### config.mk
export PLATFORM = sky130hd
export DESIGN_NAME = svi_data_fifo_sink
export DESIGN_NICKNAME = d
export VERILOG_FILES = /design/src/rtl/svi_data_fifo_sink.sv
export SDC_FILE = /design/constraint.sdc
export NUM_CORES = 1
export LEC_CHECK = 0
export ABC_AREA = 1
export CAP_MARGIN = 20
export CORE_UTILIZATION = 56
export CTS_BUF_LIST = sky130_fd_sc_hd__clkbuf_8
export DETAILED_ROUTE_END_ITERATION = 7
export PLACE_DENSITY = 0.82
export SKIP_CTS_REPAIR_TIMING = 1
export SLEW_MARGIN = 20
export SYNTH_ARGS = -nofsm -noshare
export SYNTH_HDL_FRONTEND = slang
export SYNTH_SLANG_ARGS = --single-unit
### constraint.sdc
create_clock -name i_clk -period 2.1 [get_ports i_clk]
set_input_delay 0.42 -clock i_clk [delete_from_list [all_inputs] [get_ports i_clk]]
set_output_delay 0.42 -clock i_clk [all_outputs]
set_load 0.03 [all_outputs]
### src/rtl/svi_data_fifo_sink.sv
// svi_data_fifo_sink: FWFT FIFO consumer for the producer's data word.
// Checks each accepted word against EXP_VAL and counts accepted words.
module svi_data_fifo_sink #(
    parameter int unsigned        DATA_W  = 8,
    parameter int unsigned        DEPTH   = 4,
    parameter logic [DATA_W-1:0]  EXP_VAL = {DATA_W{1'b1}}
) (
    input  logic                     i_clk,
    input  logic                     i_rst_n,
    input  logic                     i_valid,
    output logic                     o_ready,
    input  logic [DATA_W-1:0]        i_data,
    output logic                     o_valid,
    input  logic                     i_ready,
    output logic [DATA_W-1:0]        o_data,
    output logic [$clog2(DEPTH):0]   o_count,
    output logic                     o_mismatch,
    output logic [15:0]              o_word_cnt
);

    localparam int unsigned AW = $clog2(DEPTH);
    localparam int unsigned CW = AW + 1;
    localparam logic [CW-1:0] FULL = CW'(DEPTH);

    logic [DATA_W-1:0] mem_q [DEPTH];

    logic [AW-1:0] wr_ptr_q, wr_ptr_d;
    logic [AW-1:0] rd_ptr_q, rd_ptr_d;
    logic [CW-1:0] count_q, count_d;
    logic          mismatch_q, mismatch_d;
    logic [15:0]   word_cnt_q, word_cnt_d;

    logic push;
    logic pop;

    // Handshake and head-of-queue outputs, all from registered occupancy
    always_comb begin
        o_ready    = (count_q != FULL);
        o_valid    = (count_q != '0);
        push       = i_valid & o_ready;
        pop        = o_valid & i_ready;
        o_data     = o_valid ? mem_q[rd_ptr_q] : '0;
        o_count    = count_q;
        o_mismatch = mismatch_q;
        o_word_cnt = word_cnt_q;
    end

    // Next-state: pointers, occupancy, sticky checker, saturating count
    always_comb begin
        wr_ptr_d   = wr_ptr_q;
        rd_ptr_d   = rd_ptr_q;
        count_d    = count_q;
        mismatch_d = mismatch_q;
        word_cnt_d = word_cnt_q;
        if (push) begin
            wr_ptr_d = wr_ptr_q + 1'b1;
            if (i_data != EXP_VAL) begin
                mismatch_d = 1'b1;
            end
            if (word_cnt_q != 16'hFFFF) begin
                word_cnt_d = word_cnt_q + 16'd1;
            end
        end
        if (pop) begin
            rd_ptr_d = rd_ptr_q + 1'b1;
        end
        unique case ({push, pop})
            2'b10:   count_d = count_q + 1'b1;
            2'b01:   count_d = count_q - 1'b1;
            default: count_d = count_q;
        endcase
    end

    // Control state register with asynchronous clear
    always_ff @(posedge i_clk or negedge i_rst_n) begin
        if (!i_rst_n) begin
            wr_ptr_q   <= '0;
            rd_ptr_q   <= '0;
            count_q    <= '0;
            mismatch_q <= 1'b0;
            word_cnt_q <= '0;
        end else begin
            wr_ptr_q   <= wr_ptr_d;
            rd_ptr_q   <= rd_ptr_d;
            count_q    <= count_d;
            mismatch_q <= mismatch_d;
            word_cnt_q <= word_cnt_d;
        end
    end

    // Storage array: written only on an accepted push, never reset
    always_ff @(posedge i_clk) begin
        if (push) begin
            mem_q[wr_ptr_q] <= i_data;
        end
    end

endmodule

==> summary.txt, run 1 <==
Finish
  • P&R area growth vs syn: 22.49%
  • Commonest non-fill, non-tap cells in the layout: nand2_1 (63), nor2_1 (48), edfxtp_1 (32), clkdlybuf4s50_1 (31), inv_1 (25)
  • Layout Cells excl Fill: 423
  • Proportion of layout cells with a drive suffix above 1: 17.42%
  • Ant diodes: 0
  • Final net count: about 370
  • Most common cell after layout, fill and taps aside: nand2_1
  • Final Util: 72.63%

Critical path
  • Critical path endpoint category: primary output
  • Worst path required time: roughly 1.7 ns
  • CP Class: reg2out
  • Worst-path fanout max: 9
  • Worst path arrival time: about 1.6 ns
  • Startpoint types: register
  • Worst R2R Setup Slack: around 0.22 ns

STA
  • Relative slew slack: between 70 and 80%
  • Hold_ws: about 0.47 ns
  • Final min period: around 2.0 ns
  • Tightest Pin Transition: approximately 0.34 ns
  • RSZ-0062 raised after global routing: no
  • Fin crit share: between 90% and 100%
  • Final Hold Viols: 0
  • Max Freq: about 0.5 GHz
  • Slew Limit Fails: 0
  • Final Setup Violations: 0
  • Fin worst setup slack: ~0.093 ns
  • Clock skew: 0.002861 ns

Logic synthesis
  • Top cell type's share of synthesized area: between 30% and 40%
  • Mapped Area: ~2800 um^2
  • Synth area leaders: edfxtp_1 (34%), dfrtp_1 (21%), nand2_1 (8.3%)
  • Adder-cell share of the synthesized area: under 10%
  • FF+latch count, synth: 56
  • Largest family of logic cells by synthesized area: simple AND/OR/NAND/NOR gates
  • Syn Nets: between 300 and 400
  • Synth Area in Simple Gates: between 20% and 30%
  • Post-Syn Area per Cell: about 9.4 um^2
  • Yosys warning total: 0
  • Synth Area in XOR/XNOR: around 2.8%
  • Synth cell types: 31
  • Mux contribution to synthesized area: 0%
  • Cells after synthesis: approximately 300
  • Sequential-to-total area share from yosys stat: 55.03%
  • Cell taking the most area after synthesis: edfxtp_1
  • Compound-Gate Fraction of Synth Area: between 6 and 7%

GRT
  • Vias in the first global route: between 2000 and 2500
  • GRT Util Overall: between 20% and 30%
  • First-pass GRT wire length: roughly 9.8 mm
  • Gr ovfl total: 0
  • Initial antenna violation count: 0
  • Largest net degree at the start of global routing: 25

Clock network
  • Clk_lat worst skew: about 0.3 ns
  • CTS root buffer: clkbuf_8
  • CTS HTree Levels: 2
  • Clk buf depth: 2
  • Reg clk slew, reported paths: 0.09 ns
  • CTS tree: yes
  • Sink Count: 56
  • Number of CTS-inserted buffers: 5

Placement
  • DPL Wire Length: between 4 and 5 mm
  • DP Worst Slack: -0.1837 ns
  • Placed Cells: 415
  • Port buffer count: 41
  • RD Place Congestion: approximately 0.84

Route
  • Routed WL per cell: 14.16 um
  • DRC: 0
  • Total number of vias: 2184
  • Initial DRT Pass Iterations: 4
  • Initial DRC Count: about 180
  • DRT antenna net count: 0
  • DR vias/cell: between 5 and 6
  • WL final: roughly 6 mm

Flow run
  • Max cap viols: 0

Floorplanning
  • Die H: 73.19 um
  • Die area: ~5400 um^2
  • Cell row count: 25
  • Die X: between 70 and 80 um
  • Initial Util: around 59%
  • Core area: around 4800 um^2
  • I/O pins: between 40 and 50

Worst hold path
  • Min-delay worst type: in2async

Status
  • Outcome: completed

Pwr
  • Static Leakage: around 1.4 nW
  • PwrDens: 1301 nW/um^2
  • Peak supply drop: between 700 and 800 uV
## critical path, cell delays in order, from the launching register on
cell	delay, ns
dfrtp_1	0.35
clkinv_1	0.27
nor2_1	0.17
o21ai_0	0.10
a21oi_1	0.20
buf_4	0.20
## sequential cells by signal (all words and copies together), names as in the netlist
signal / count
rd_ptr_q: 2
o_count: 3
wr_ptr_q: 2
o_word_cnt: 16
mem_q: 32
o_mismatch: 1
## cell families after synthesis
| family | count (synthesis) |
|---|---|
| xor+xnor | 9 |
| simple gates | 157 |
| flops | 56 |
| buf+inv | 38 |
| compound gates | 35 |
| fa+ha+maj | 7 |
## layout make-up
type	instances	area, um^2
Fill cell	347	1310
Timing Repair Buffer	52	478.0
Sequential cell	56	1563
Clock buffer	5	68.82
Tap cell	67	83.83
Inverter	32	123.9
Clock inverter	3	38.79
Multi-Input combinational cell	208	1120
## stage by stage
step / instance area, um^2 / TNS (ns) / total power [mW]
final: 3476 / 0 / 4.521
after global routing: 3476 / 0 / 4.802
after CTS: 3465 / 0 / 4.551
after detailed placement: 3357 / -0.1837 / 3.875
after global placement: 3357 / -0.04616 / 3.783
after floorplan: 2845 / 0 / 3.072
## path summary, 6_finish.rpt
check / start / to / cells past startpoint
setup / recovery: rd_ptr_q[1] / o_data[6] / 5
hold / removal: i_rst_n / o_word_cnt[13] / 2
setup reg to reg: o_count[1] / o_count[2] / 9
hold reg to reg: o_mismatch / o_mismatch / 1
max in group asynchronous: i_rst_n / o_count[2] / 2
min in group i_clk: o_mismatch / o_mismatch / 1
## synth_stat cells, drive strengths merged
cell type / instances
clkbuf: 1
nor2: 56
o21ai: 25
nor3: 1
dfrtp: 24
ha: 6
nand3b: 1
xnor2: 5
buf: 5
clkinv: 2
nand4: 9
inv: 30
a21oi: 9
o21bai: 1
fa: 1
nand3: 12
nand2: 78
xor2: 4
edfxtp: 32
## report_power, final
group / total [mW] / internal [mW] / leakage, nW / switching [mW]
sequential: 1.67 / 1.44 / 0.599 / 0.231
clock: 0.671 / 0.349 / 0.0593 / 0.322
combinational: 2.18 / 0.817 / 0.774 / 1.36
total: 4.52 / 2.60 / 1.43 / 1.92
## per-layer routing
layer / vias to the layer above / wire length, um / track usage [%]
met2: 48 / 3161 / 44.75
li1: 1086 / - / -
met4: 0 / 88 / 7.407
met1: 1040 / 2544 / 29.04
met3: 10 / 196 / 4.282
met5: - / 0 / 0
No activity file was read; power rests on OpenSTA's default activity.
==> run 2: changes to the inputs <==
Settings changed: CORE_ASPECT_RATIO set to 1.25, REMOVE_ABC_BUFFERS set to 1.
==> summary.txt, run 2 (synthesis results as in run 1) <==
Critical path
  • Worst R2R Path Depth: 9 (unchanged)
  • Startpoint types: register
  • Worst path required time: 1.68 ns (about the same)
  • Worst-path fanout max: 19 (+10)
  • Reg2reg end: o_count[2]
  • Worst path arrival time: 1.57 ns (-0.02 ns)
  • CP Capture Point: o_data[1]
  • Critical path endpoint category: primary output
  • Critical path origin: rd_ptr_q[0]
  • Worst r2r src: o_count[1]
  • Worst R2R Setup Slack: 0.24 ns (+0.02 ns)
  • CP Class: reg2out

STA
  • Tightest Pin Transition: 0.3940 ns (+0.05037 ns)
  • Slew Limit Fails: 0 (unchanged)
  • Hold_ws: 0.4655 ns (-0.005954 ns)
  • Final Setup Violations: 0 (unchanged)
  • Final min period: 1.994 ns (-0.01305 ns)
  • Max Freq: 0.5014 GHz (+0.65%)
  • Relative slew slack: 73.67% (-3.4 points)
  • RSZ-0062 raised after global routing: no
  • Fin crit share: 94.97% (-0.62 points)
  • Setup TNS: 0 ns (unchanged)
  • Clock skew: 0.01044 ns (+0.007582 ns)
  • Final Hold Viols: 0 (unchanged)

GRT
  • GRT Util Overall: 23.86% (-0.54 points)
  • First-pass GRT wire length: 9.301 mm (-5.1%)
  • Vias in the first global route: 2059 (-4.1%)
  • Initial antenna violation count: 0 (unchanged)
  • Gr ovfl total: 0 (unchanged)
  • Largest net degree at the start of global routing: 25 (unchanged)

Floorplanning
  • Initial Util: 59.12% (-0.17 points)
  • I/O pins: 42 (unchanged)
  • Cell row count: 28 (+12%)
  • Die X: 65.67 um (-10%)
  • Die H: 81.59 um (+11%)
  • Die area: 5358 um^2 (about the same)
  • Core area: 4800 um^2 (+0.29%)

Route
  • DR vias/cell: 5.181 (+0.35%)
  • Routed WL per cell: 13.61 um (-3.9%)
  • WL final: 5.701 mm (-4.8%)
  • DRT antenna net count: 0 (unchanged)
  • Initial DRT Pass Iterations: 4 (unchanged)
  • Initial DRC Count: 153 (-13%)
  • DRC: 0 (unchanged)
  • Total number of vias: 2171 (-0.60%)

Placement
  • Port buffer count: 41 (unchanged)
  • DPL Wire Length: 4.078 mm (-4.2%)
  • RD Place Congestion: 0.9217 (+9.1%)

Pwr
  • Static Leakage: 1.437 nW (+0.27%)
  • Peak supply drop: 926.5 uV (+24%)
  • PwrDens: 1280 nW/um^2 (-1.6%)

Clock network
  • Clk_lat worst skew: 0.31 ns (about the same)
  • Number of CTS-inserted buffers: 5 (unchanged)
  • Reg clk slew, reported paths: 0.10 ns (about the same)
  • Clk buf depth: 2 (unchanged)
  • CTS root buffer: clkbuf_8
  • CTS HTree Levels: 2 (unchanged)
  • CTS tree: yes
  • Sink Count: 56 (unchanged)

Finish
  • Biggest register: mem_q
  • Commonest non-fill, non-tap cells in the layout: nand2_1 (63), nor2_1 (49), edfxtp_1 (32), clkdlybuf4s50_1 (31)
  • Most common cell after layout, fill and taps aside: nand2_1
  • Max reg flops: 32 (unchanged)
  • Ant diodes: 0 (unchanged)
  • Final net count: 377 (+0.80%)
  • P&R area growth vs syn: 21.87%
  • Proportion of layout cells with a drive suffix above 1: 17.83% (+0.41 points)

Flow run
  • Max cap viols: 0 (unchanged)

Status
  • Outcome: completed

Worst hold path
  • Min-delay worst type: in2async
==> run 2: cell type report <==
| type | count | area [um^2] |
|---|---|---|
| Inverter | 32 | 123.9 |
| Clock inverter | 3 | 18.77 |
| Multi-Input combinational cell | 208 | 1110 |
| Fill cell | 367 | 1341 |
| Tap cell | 60 | 75.07 |
| Clock buffer | 5 | 68.82 |
| Sequential cell | 56 | 1562 |
| Timing Repair Buffer | 55 | 500.5 |
==> run 2: worst min path at each step <==
stage	from	end	slack, ns	cells past startpoint
floorplan	i_rst_n	o_count[0]	0.12	0
global placement	o_mismatch	o_mismatch	0.48	1
CTS	i_rst_n	o_mismatch	0.47	2
global route	i_rst_n	o_mismatch	0.49	2
finish	i_rst_n	o_word_cnt[11]	0.47	2
detailed placement	o_mismatch	o_mismatch	0.49	1
==> run 2: worst max-delay path, stage by stage, from the launching register on <==
cell and delay [ns]:
dfrtp_1 0.34, buf_4 0.24, nor2_1 0.07, nor2_1 0.10, o21ai_0 0.12, a21oi_1 0.19
buf_4 0.19
==> run 2: per-stage QoR <==
step | setup WS [ns] | area, um^2 | cells | power (mW) | util, %
final | 0.1057 | 3458 | 419 | 4.425 | 72.05
after global routing | 0.009614 | 3458 | 419 | 4.715 | 72.05
after CTS | -0.006733 | 3451 | 419 | 4.453 | 71.90
after detailed placement | -0.1232 | 3363 | 411 | 3.871 | 70.07
after global placement | -0.03094 | 3363 | 411 | 3.806 | 70.07
after floorplan | -0.06533 | 2793 | 296 | 3.001 | -
==> run 2: report_power, final <==
| group | leakage (nW) | internal, mW | switching, mW |
|---|---|---|---|
| combinational | 0.789 | 0.843 | 1.35 |
| clock | 0.0479 | 0.233 | 0.339 |
| sequential | 0.600 | 1.43 | 0.222 |
| total | 1.44 | 2.51 | 1.91 |
==> run 2: layer usage <==
| layer | vias up | GRT usage [%] | share of wire, % |
|---|---|---|---|
| met3 | 15 | 4.167 | 4.5 |
| li1 | 1091 | - | - |
| met2 | 63 | 44.59 | 54 |
| met4 | 0 | 11.30 | 2.2 |
| met1 | 1002 | 25.65 | 39 |
| met5 | - | 0 | 0 |
